`src/rtl/cpu_pkg.sv`:
```
// Shared definitions for the hardwired control unit: opcodes, FSM states and
// the strobe bundle the output decoder fills in.
package cpu_pkg;

    localparam logic [4:0] OP_LD   = 5'b00000;
    localparam logic [4:0] OP_ADDI = 5'b00001;
    localparam logic [4:0] OP_ST   = 5'b00010;
    localparam logic [4:0] OP_ADD  = 5'b00011;
    localparam logic [4:0] OP_SUB  = 5'b00100;
    localparam logic [4:0] OP_AND  = 5'b00101;
    localparam logic [4:0] OP_OR   = 5'b00110;
    localparam logic [4:0] OP_MUL  = 5'b01111;
    localparam logic [4:0] OP_DIV  = 5'b10000;
    localparam logic [4:0] OP_BRX  = 5'b10010;
    localparam logic [4:0] OP_MFHI = 5'b10100;
    localparam logic [4:0] OP_MFLO = 5'b10101;
    localparam logic [4:0] OP_IN   = 5'b10110;
    localparam logic [4:0] OP_OUT  = 5'b10111;
    localparam logic [4:0] OP_NOP  = 5'b11010;
    localparam logic [4:0] OP_HALT = 5'b11011;

    typedef enum logic [5:0] {
        S_FETCH0, S_FETCH1, S_FETCH2, S_FETCH3, S_DECODE,
        S_ALU_T3, S_ALU_T4, S_ALU_T5,
        S_ADDI_T3, S_ADDI_T4, S_ADDI_T5,
        S_LD_T3, S_LD_T4, S_LD_T5, S_LD_T6, S_LD_T7, S_LD_T8,
        S_ST_T3, S_ST_T4, S_ST_T5, S_ST_T6, S_ST_T7,
        S_BR_T3, S_BR_T4, S_BR_T5, S_BR_T6_TAKEN, S_BR_T6_SKIP,
        S_IN_T3, S_OUT_T3,
        S_MD_T3, S_MD_T4, S_MD_T5, S_MD_T6, S_MFHI_T3, S_MFLO_T3,
        S_HALT
    } state_t;

    typedef struct packed {
        logic run;
        logic gra, grb, grc, rin, rout, baout;
        logic pcout, zlowout, zhighout, hiout, loout, mdrout, in_portout, cout;
        logic marin, pcin, mdrin, irin, yin, hiin, loin, zin_low, zin_high;
        logic inportenable, outportenable;
        logic incpc, read, write, conin;
    } strobes_t;

endpackage

```
`src/rtl/control_unit.sv`:
```
// Hardwired Moore control unit: fetch/decode/execute sequencer for the CPU.
// Define CONTROL_UNIT_MULDIV_EN to enable mul/div/mfhi/mflo sequencing.
module control_unit
    import cpu_pkg::*;
(
    input  logic        Clock,
    input  logic        clear,
    input  logic [31:0] IR,
    input  logic        CON,
    input  logic        Stop,
    output logic        Run,
    output logic        Gra,
    output logic        Grb,
    output logic        Grc,
    output logic        Rin,
    output logic        Rout,
    output logic        BAout,
    output logic        PCout,
    output logic        Zlowout,
    output logic        Zhighout,
    output logic        HIout,
    output logic        LOout,
    output logic        MDRout,
    output logic        In_Portout,
    output logic        Cout,
    output logic        MARin,
    output logic        PCin,
    output logic        MDRin,
    output logic        IRin,
    output logic        Yin,
    output logic        HIin,
    output logic        LOin,
    output logic        Zin_low,
    output logic        Zin_high,
    output logic        inPortenable,
    output logic        outPortenable,
    output logic        IncPC,
    output logic        Read,
    output logic        Write,
    output logic        ConIn
);

    state_t     state_q, state_d;
    strobes_t   s;
    logic [4:0] opcode;
    logic       unused_ir;

    assign opcode    = IR[31:27];
    assign unused_ir = ^IR[26:0];

    always_ff @(posedge Clock) begin
        if (clear) state_q <= S_FETCH0;
        else       state_q <= state_d;
    end

    always_comb begin
        state_d = state_q;
        case (state_q)
            S_FETCH0: state_d = Stop ? S_HALT : S_FETCH1;
            S_FETCH1: state_d = S_FETCH2;
            S_FETCH2: state_d = S_FETCH3;
            S_FETCH3: state_d = S_DECODE;
            S_DECODE: begin
                case (opcode)
                    OP_ADD, OP_SUB, OP_AND, OP_OR: state_d = S_ALU_T3;
                    OP_ADDI: state_d = S_ADDI_T3;
                    OP_LD:   state_d = S_LD_T3;
                    OP_ST:   state_d = S_ST_T3;
                    OP_BRX:  state_d = S_BR_T3;
                    OP_IN:   state_d = S_IN_T3;
                    OP_OUT:  state_d = S_OUT_T3;
                    OP_HALT: state_d = S_HALT;
`ifdef CONTROL_UNIT_MULDIV_EN
                    OP_MUL, OP_DIV: state_d = S_MD_T3;
                    OP_MFHI: state_d = S_MFHI_T3;
                    OP_MFLO: state_d = S_MFLO_T3;
`endif
                    default: state_d = S_FETCH0;
                endcase
            end
            S_ALU_T3:  state_d = S_ALU_T4;
            S_ALU_T4:  state_d = S_ALU_T5;
            S_ADDI_T3: state_d = S_ADDI_T4;
            S_ADDI_T4: state_d = S_ADDI_T5;
            S_LD_T3:   state_d = S_LD_T4;
            S_LD_T4:   state_d = S_LD_T5;
            S_LD_T5:   state_d = S_LD_T6;
            S_LD_T6:   state_d = S_LD_T7;
            S_LD_T7:   state_d = S_LD_T8;
            S_ST_T3:   state_d = S_ST_T4;
            S_ST_T4:   state_d = S_ST_T5;
            S_ST_T5:   state_d = S_ST_T6;
            S_ST_T6:   state_d = S_ST_T7;
            S_BR_T3:   state_d = S_BR_T4;
            S_BR_T4:   state_d = S_BR_T5;
            // CON was latched in T3, so the branch decision is stable here
            S_BR_T5:   state_d = CON ? S_BR_T6_TAKEN : S_BR_T6_SKIP;
            S_MD_T3:   state_d = S_MD_T4;
            S_MD_T4:   state_d = S_MD_T5;
            S_MD_T5:   state_d = S_MD_T6;
            S_HALT:    state_d = S_HALT;
            default:   state_d = S_FETCH0;
        endcase
    end

    always_comb begin
        s     = '0;
        s.run = 1'b1;
        case (state_q)
            S_FETCH0: begin s.pcout = 1'b1; s.marin = 1'b1; s.incpc = 1'b1; s.zin_low = 1'b1; end
            S_FETCH1: s.read = 1'b1;
            S_FETCH2: begin s.read = 1'b1; s.mdrin = 1'b1; s.zlowout = 1'b1; s.pcin = 1'b1; end
            S_FETCH3: begin s.mdrout = 1'b1; s.irin = 1'b1; end
            S_ALU_T3, S_ADDI_T3: begin s.grb = 1'b1; s.rout = 1'b1; s.yin = 1'b1; end
            S_ALU_T4: begin s.grc = 1'b1; s.rout = 1'b1; s.zin_low = 1'b1; end
            S_ADDI_T4, S_LD_T4, S_ST_T4, S_BR_T5: begin s.cout = 1'b1; s.zin_low = 1'b1; end
            S_ALU_T5, S_ADDI_T5: begin s.zlowout = 1'b1; s.gra = 1'b1; s.rin = 1'b1; end
            S_LD_T3, S_ST_T3: begin s.grb = 1'b1; s.baout = 1'b1; s.yin = 1'b1; end
            S_LD_T5, S_ST_T5: begin s.zlowout = 1'b1; s.marin = 1'b1; end
            S_LD_T6: s.read = 1'b1;
            S_LD_T7: begin s.read = 1'b1; s.mdrin = 1'b1; end
            S_LD_T8: begin s.mdrout = 1'b1; s.gra = 1'b1; s.rin = 1'b1; end
            S_ST_T6: begin s.gra = 1'b1; s.rout = 1'b1; s.mdrin = 1'b1; end
            S_ST_T7: s.write = 1'b1;
            S_BR_T3: begin s.gra = 1'b1; s.rout = 1'b1; s.conin = 1'b1; end
            S_BR_T4: begin s.pcout = 1'b1; s.yin = 1'b1; end
            S_BR_T6_TAKEN: begin s.zlowout = 1'b1; s.pcin = 1'b1; end
            S_IN_T3: begin s.in_portout = 1'b1; s.gra = 1'b1; s.rin = 1'b1; end
            S_OUT_T3: begin s.gra = 1'b1; s.rout = 1'b1; s.outportenable = 1'b1; end
`ifdef CONTROL_UNIT_MULDIV_EN
            S_MD_T3: begin s.gra = 1'b1; s.rout = 1'b1; s.yin = 1'b1; end
            S_MD_T4: begin s.grb = 1'b1; s.rout = 1'b1; s.zin_low = 1'b1; s.zin_high = 1'b1; end
            S_MD_T5: begin s.zlowout = 1'b1; s.loin = 1'b1; end
            S_MD_T6: begin s.zhighout = 1'b1; s.hiin = 1'b1; end
            S_MFHI_T3: begin s.hiout = 1'b1; s.gra = 1'b1; s.rin = 1'b1; end
            S_MFLO_T3: begin s.loout = 1'b1; s.gra = 1'b1; s.rin = 1'b1; end
`endif
            S_HALT: s.run = 1'b0;
            default: ;
        endcase
    end

    assign Run           = s.run;
    assign Gra           = s.gra;
    assign Grb           = s.grb;
    assign Grc           = s.grc;
    assign Rin           = s.rin;
    assign Rout          = s.rout;
    assign BAout         = s.baout;
    assign PCout         = s.pcout;
    assign Zlowout       = s.zlowout;
    assign Zhighout      = s.zhighout;
    assign HIout         = s.hiout;
    assign LOout         = s.loout;
    assign MDRout        = s.mdrout;
    assign In_Portout    = s.in_portout;
    assign Cout          = s.cout;
    assign MARin         = s.marin;
    assign PCin          = s.pcin;
    assign MDRin         = s.mdrin;
    assign IRin          = s.irin;
    assign Yin           = s.yin;
    assign HIin          = s.hiin;
    assign LOin          = s.loin;
    assign Zin_low       = s.zin_low;
    assign Zin_high      = s.zin_high;
    assign inPortenable  = s.inportenable;
    assign outPortenable = s.outportenable;
    assign IncPC         = s.incpc;
    assign Read          = s.read;
    assign Write         = s.write;
    assign ConIn         = s.conin;

endmodule

```
`config.mk`:
```
export PLATFORM = sky130hd
export DESIGN_NAME = control_unit
export DESIGN_NICKNAME = d
export VERILOG_FILES = /design/src/rtl/cpu_pkg.sv /design/src/rtl/control_unit.sv
export SDC_FILE = /design/constraint.sdc
export NUM_CORES = 1
export LEC_CHECK = 0
export ABC_AREA = 0
export CAP_MARGIN = 30
export CORE_MARGIN = 2
export CORE_UTILIZATION = 43
export CTS_CLUSTER_DIAMETER = 80
export DETAILED_ROUTE_END_ITERATION = 16
export MAX_ROUTING_LAYER = met4
export PLACE_DENSITY = 0.86
export SKIP_CTS_REPAIR_TIMING = 1
export SKIP_LAST_GASP = 1
export SLEW_MARGIN = 10
export SYNTH_ARGS = -nofsm -noshare
export SYNTH_HDL_FRONTEND = slang
export SYNTH_SLANG_ARGS = --single-unit
```
`constraint.sdc`:
```
create_clock -name Clock -period 3.97 [get_ports Clock]
set_input_delay 0.397 -clock Clock [delete_from_list [all_inputs] [get_ports Clock]]
set_output_delay 0.397 -clock Clock [all_outputs]
set_load 0.01 [all_outputs]
```
==> qor.txt <==
Status - completed
Max FFs per register - 6
Main synth FF type - dfxtp_1
DP Wirelength - 2490 um
Arrival @ worst endpoint - 2730 ps
# setup viols final - 0
Logic pwr share - 0.708
Fin util - 0.556
CTS tree - done
Initial DRC count - 96
Initial Util - 0.458
Most flops, register - state_q
CP Capture Type - primary output
Clock transition at the registers of the reported paths - 50 ps
Worst Path Max Fanout - 27
Compound-Gate Fraction of Synth Area - 0.338
Sequential Power Share - 0.213
CORE AREA - 2780 um2
Remaining DRCs - 0
Clock share of power - 0.080
Power per cell area - 465 nW/um2
RSZ-0062 raised after global routing - no
Commonest non-fill, non-tap cells in the layout - clkdlybuf4s50_1, nor2_1, a21oi_1
Die height - 58.4 um
Commonest non-fill, non-tap cell in the layout - clkdlybuf4s50_1
Root Buffer - clkbuf_4
Vias - 1582
P_leak - 0.545 nW
Gr usage total - 0.212
Synth Area in XOR/XNOR - 0.0344
Total power - 720 uW
Setup CP Type - flip-flop to primary output
Worst slew pin tran - 891 ps
Max Cap Viol - 0
Biggest regs - state_q: 6 flops
Required time worst endpoint - 3570 ps
Post-Syn Area per Cell - 6.07 um2
Library cells used by synthesis - 46
CTS Sinks - 6
Vias per cell - 6.20
Antenna diodes - 0
Yosys warnings - 0
H-tree level count - 1
Cell Area, Synth - 1270 um2
WL per Instance - 14.2 um
Critical Path Source - state_q[0]
CTS buffer count - 3
GR Util met3 - 0.0220
Boundary Pins - 66
GR Overflow Total - 0
Final Skew - 2.62 ps
Vias in the first global route - 1214
Synth Instances - 210
Clock buffer depth - 2
Sequential area share after synthesis - 0.0943
P&R area growth vs syn - 21.5%
Detailed Route WL - 3630 um
Die Area - 3410 um2
Net switching share of the total power - 0.520
RR Startpoint - state_q[2]
Sw Pwr - 375 uW
Post-route cell area - 1550 um2
Met2 usage - 0.323
Post-synth EDFFs - 0
Mux share of post-synthesis cell area - 0.0314
Hold_ws - 896 ps
Power Internal - 345 uW
FMAX - 320 MHz
Post-synthesis async set-or-reset flop share - 0
Number of synthesized register bits - 6
Met1 Track Usage GR - 0.304
Worst Setup Start Kind - flip-flop
Rows - 19
First-pass GRT wire length - 5680 um
Hold WC Path Type - flip-flop to flip-flop
Final antenna-violating net count - 0
Max VDD drop - 0.340 mV
DP Area - 1530 um2
Final hold vios - 0
Simple-gate share of the synthesized area - 0.359
Post-Synth Adder-Cell Area - 0.00786
Maximum number of pins on one net before global-route repair - 30
TritonRoute pass-1 iters - 6
Share of cells above drive strength 1 - 0.0536
Routability cong. - 0.962
Chip width - 58.4 um
Period utilization - 0.786
Min Tclk post-route - 3120 ps
Max-slew violations - 0
Port Buffers - 31
Clock latency on the worst-skew pair - 240 ps
Largest family of logic cells by synthesized area - simple AND/OR/NAND/NOR gates
Slew HR - 0.405
Net count, final - 262
Setup TNS - 0 ps
Grt peak-use layer - met2
Antenna violations before repair - 0
HP Start - state_q[3]
==> routing by layer <==
metal | wire, um | part of all wire
met5 | 0 | 0
met3 | 408 | 0.11
met2 | 1650 | 0.45
met4 | 34 | 0.0094
met1 | 1550 | 0.43
==> critical path, cell delays in order (launching register included) <==
cell and delay (ps):
dfxtp_1 900, nor2b_1 380, nand2b_1 180, a21oi_1 170
o21ai_0 140, a21oi_1 160, clkdlybuf4s50_1 550
==> path summary, 6_finish.rpt <==
path | to | slack (ps) | cells after the start
worst max-delay path | Rout | 850 | 6
worst min-delay path | state_q[5] | 900 | 2
worst max register to register | state_q[1] | 1740 | 5
worst min register to register | state_q[5] | 900 | 2
==> synth_stat cells (all sizes together), types with 2 or more instances <==
cell type / number / area, um2
nor2: 24 / 90.1
a21oi: 20 / 100
nand2: 19 / 71.3
clkbuf: 17 / 63.8
buf: 13 / 86.3
nor3: 12 / 60.1
o21ai: 12 / 60.1
nor2b: 10 / 62.6
nand2b: 8 / 50.1
a211oi: 6 / 50.1
dfxtp: 6 / 120
nand3: 6 / 30.0
a31oi: 5 / 31.3
inv: 5 / 18.8
mux2i: 4 / 40.0
nor4: 4 / 25.0
or3: 4 / 30.0
xor2: 4 / 35.0
a22oi: 3 / 22.5
a2111oi: 2 / 17.5
a21o: 2 / 15.0
a32oi: 2 / 17.5
a41oi: 2 / 17.5
o22a: 2 / 17.5
o22ai: 2 / 12.5
or2: 2 / 12.5
==> final cells by class <==
type,instances,area (um2)
inverter,5,18.8
fill,286,1230
tap,31,38.8
timing repair buffer,35,340
sequential,6,120
clock buffer,3,22.5
multi-input combinational,175,1010
==> logic make-up (layout without fill, tap and decap cells) <==
kind of cell | Yosys count | in the layout
other cells | 1 | 7
flops | 6 | 6
compound gates | 66 | 66
mux | 4 | 4
simple gates | 92 | 92
buf+inv | 35 | 43
xor+xnor | 5 | 5
fa+ha+maj | 1 | 1
==> power by group through the flow <==
| stage | Clock (mW) | Sequential (mW) | Combinational, mW |
|---|---|---|---|
| after global routing | 0.0605 | 0.159 | 0.556 |
| final | 0.0575 | 0.153 | 0.510 |
| after CTS | 0.0567 | 0.149 | 0.506 |
| after global placement | 0 | 0.150 | 0.494 |
| after floorplan | 0 | 0.0769 | 0.403 |
| after detailed placement | 0 | 0.150 | 0.501 |
==> per-stage QoR <==
stage,setup slack (ps),instances
floorplan,1860,216
detailed placement,1200,252
global placement,1210,252
CTS,934,255
finish,848,255
global route,693,255
No activity file was read; power rests on OpenSTA's default activity.
==> RTL change 1 (config.mk and constraints unchanged) <==
Build with the macro `CONTROL_UNIT_MULDIV_EN` defined.
--- a/src/rtl/control_unit.sv
+++ b/src/rtl/control_unit.sv
@@ -1,5 +1,7 @@
 // Hardwired Moore control unit: fetch/decode/execute sequencer for the CPU.
 // Define CONTROL_UNIT_MULDIV_EN to enable mul/div/mfhi/mflo sequencing.
+`define CONTROL_UNIT_MULDIV_EN
+
 module control_unit
     import cpu_pkg::*;
 (
Function: changed (Yosys sat finds a counterexample within 10 cycles, from zero or initial values).
==> RTL change 1 against the unedited design <==
  * Power down 10%
  * Clock skew about the same
  * Via count up 19%
  * Die area up 24%
  * Sequential cell count unchanged
  * Hold slack worse by 30 ps
  * Design area up 26%
  * Sequential share of layout area down 1.6 points
  * Routed wire length up 17%
  * Setup slack better by 240 ps
  * Global-route usage down 0.24 points
  * Area after synthesis up 26%
  * Largest cell class unchanged
  * Largest power group unchanged
==> RTL change 1: results (changes against the unedited design) <==
Routing
  • WL met3: 327 um (was 408 um)
  • Final WL: 4260 um (was 3630 um)
  • Drt first pass iters: 5 (was 6)
  • Via density: 6.01 (was 6.20)

Power and ir drop
  • Leak pwr: 0.649 nW (was 0.545 nW)
  • Worst VDD drop: 256 uV (was 340 uV)
  • Switching Share: 0.465 (was 0.520)
  • Clock net power: 0.0000936 W (was 0.0000575 W)

GRT
  • Met1 usage: 0.279 (was 0.304)
  • Met3 Use GR: 0.0295 (was 0.0220)
  • GRT Resource Usage Total: 0.210 (was 0.212)

Placed design
  • HPWL after DPL: 3080 um (was 2490 um)
  • IO buf count: 37 (was 31)
  • Placement-stage worst setup slack: 1340 ps (was 1200 ps)

Setup path
  • Worst path top cell family by delay: buffers and inverters (was flip-flops)
  • CP peak stage delay: 610 ps (was 900 ps)
  • R2R Path End: state_q[5] (was state_q[1])
  • Reg2reg start: state_q[1] (was state_q[2])
  • Crit path max fanout: 17 (was 27)
  • CP arrival: 2480 ps (was 2730 ps)

Hold path
  • Min-Delay Endpoint: state_q[3] (was state_q[5])

Timing
  • Final hold slack: 865 ps (was 896 ps)
  • Slew headroom: 0.496 (was 0.405)

Synthesis
  • Synth unique cells: 58 (was 46)
  • Sequential share of the synthesized area: 0.0750 (was 0.0943)

Layout
  • Area delta synth->final: 21.3% (was 21.5%)
  • Fin cells: 313 (was 255)
  • Fraction of layout cells with a size suffix above 1: 0.0868 (was 0.0536)
  • Filler cell count: 359 (was 286)

Outcome
  • Status: completed (unchanged)

Floorplan
  • Row cnt: 22 (was 19)

Clock tree
  • Root buffer cell: clkbuf_8 (was clkbuf_4)
==> RTL change 1: final cells by class <==
cell class              instances  area share
flip-flops and latches          6      0.0618
repair buffers                 43       0.214
inverters                       6      0.0116
clock buffers                   3      0.0212
multi-input cells             207       0.661
well taps                      48      0.0309
==> RTL change 1: worst max path at each step <==
stage,slack (ps),cells past startpoint,end,from
after CTS,1090,7,Rin,state_q[4]
after global placement,1370,7,Rin,state_q[5]
after detailed placement,1340,7,Rin,state_q[4]
after global routing,920,7,Rin,state_q[1]
after floorplan,2160,6,BAout,state_q[1]
final,1090,7,Rin,state_q[4]
==> RTL change 1: cells by family after synthesis <==
logic type               Yosys count  share of synthesized area
AND/OR/NAND/NOR                  106                      0.367
AO/OA/AOI/OAI                     88                      0.348
buffers and inverters             34                      0.123
flip-flops                         6                     0.0750
adder cells (fa/ha/maj)            5                     0.0391
XOR/XNOR                           4                     0.0266
multiplexers                       3                     0.0188
other                              1                    0.00234
==> RTL change 2 (same settings) <==
Made on the original files. Put a register stage on the output `In_Portout`, without a reset. The value now appears one clock later. The other outputs are not delayed to match.
--- a/src/rtl/control_unit.sv
+++ b/src/rtl/control_unit.sv
@@ -153,7 +153,9 @@
     assign HIout         = s.hiout;
     assign LOout         = s.loout;
     assign MDRout        = s.mdrout;
-    assign In_Portout    = s.in_portout;
+    always_ff @(posedge Clock) begin
+        In_Portout <= s.in_portout;
+    end
     assign Cout          = s.cout;
     assign MARin         = s.marin;
     assign PCin          = s.pcin;
Check against the original RTL: not equivalent (a bounded check fails within 10 cycles, from zero or initial values).
==> RTL change 2 against the unedited design <==
  * Die area increased by 3.4%
  * Power grew 15%
  * Setup slack gained 11 ps
  * Area after synthesis is 3.6% higher
  * Count of clock-buffer cells in the layout is 1 higher
  * Sequential cell count is 1 higher
  * Routed wire length shrank 6.1%
  * Design area grew 3.2%
  * Global-route usage shrank 0.98 points
==> RTL change 2: results (changes against the unedited design) <==
Layout
  • Buffering overhead: 0.208 (was 0.220)
  • Fin cells: 257 (was 255)
  • Filler cell count: 309 (was 286)
  • Clkbuf count: 4 (was 3)
  • Fraction of layout cells with a size suffix above 1: 0.0580 (was 0.0536)
  • Area delta synth->final: 21.0% (was 21.5%)
  • Non-clk invs: 4 (was 5)
  • Final core utilization: 0.537 (was 0.556)
  • Largest registers: state_q: 6 flops, In_Portout: 1 flops (was state_q: 6 flops)
  • Multi-input logic portion of the cell area: 0.652 (was 0.651)
  • Fraction of area in registers: 0.0877 (was 0.0776)
  • Buffers, non-clock: 34 (was 35)
  • Layout clock area frac: 0.0164 (was 0.0146)

Routing
  • Via density: 5.98 (was 6.20)
  • Final WL: 3410 um (was 3630 um)
  • Drt first pass iters: 4 (was 6)
  • DRT iter0 DRCs: 110 (was 96)

Timing
  • Crit path time final: 3110 ps (was 3120 ps)
  • Skew final: 7.55 ps (was 2.62 ps)
  • Slew @ Worst Pin: 929 ps (was 891 ps)

Placed design
  • HPWL after DPL: 2450 um (was 2490 um)
  • Placement-stage worst setup slack: 1200 ps (about the same)
  • GP Congestion: 0.924 (was 0.962)
  • Placement Cell Area: 1570 sq um (was 1530 sq um)

Synthesis
  • Top cells by area, synth: dfxtp_1 (11%), nor2_1 (7.1%), a21oi_1 (6.1%) (was dfxtp_1 (9.4%), a21oi_1 (7.9%), nor2_1 (7.1%))
  • Sequential share of the synthesized area: 0.106 (was 0.0943)
  • Mapped Cells: 208 (was 210)
  • Synth unique cells: 50 (was 46)

GRT
  • First-pass GRT wire length: 5530 um (was 5680 um)
  • Largest net degree at the start of global routing: 30 (unchanged)
  • GRT Resource Usage Total: 0.203 (was 0.212)
  • Vias in the first global route: 1246 (was 1214)
  • Met3 Use GR: 0.0109 (was 0.0220)
  • Met1 usage: 0.274 (was 0.304)

Setup path
  • CP peak stage delay: 820 ps (was 900 ps)
  • Worst Setup EP: Gra (was Rout)
  • Critical Path Source: state_q[3] (was state_q[0])
  • Reg-to-reg slack, setup: 1470 ps (was 1740 ps)

Clock tree
  • Clock Latency Late Sink: 260 ps (was 240 ps)

Hold path
  • Hold depth: 3 (was 2)

Power and ir drop
  • Clk pwr share: 0.082 (was 0.080)
  • Switching Share: 0.490 (was 0.520)
  • Pwr/cell area: 521 nW/um^2 (was 465 nW/um^2)
  • P_sw: 0.000408 W (was 0.000375 W)

Outcome
  • Status: completed (unchanged)
[RTL change 2: changes by cell type in the layout (fill, tap and decap cells not counted), sizes merged, moves of 3 or more]
cell / delta
a211oi: -4
a21oi: -4
and3: +4
nand2: -6
nand3: +9
nor2b: -4
nor3: -3
o21a: +4
xnor2: +3
[RTL change 2: cells by family after synthesis]
family | share of synthesized area
muxes | 0.0237
DFF | 0.106
buffers and inverters | 0.121
other | 0.00284
and+or+nand+nor | 0.391
xor gates and xnor gates | 0.0464
AOI/OAI and AO/OA | 0.309
[RTL change 2: worst min path at each step]
stage	startpoint	end	slack, ps
after floorplan	state_q[1]	In_Portout	540
after global placement	state_q[4]	In_Portout	870
after detailed placement	state_q[4]	In_Portout	870
after CTS	clear	state_q[4]	870
after global routing	clear	state_q[1]	900
final	clear	state_q[1]	880
[RTL change 2: metal layers]
layer / vias to the layer above / part of all wire
met5: - / 0
met1: 708 / 0.46
met3: 7 / 0.050
li1: 771 / -
met2: 52 / 0.48
met4: 0 / 0.014
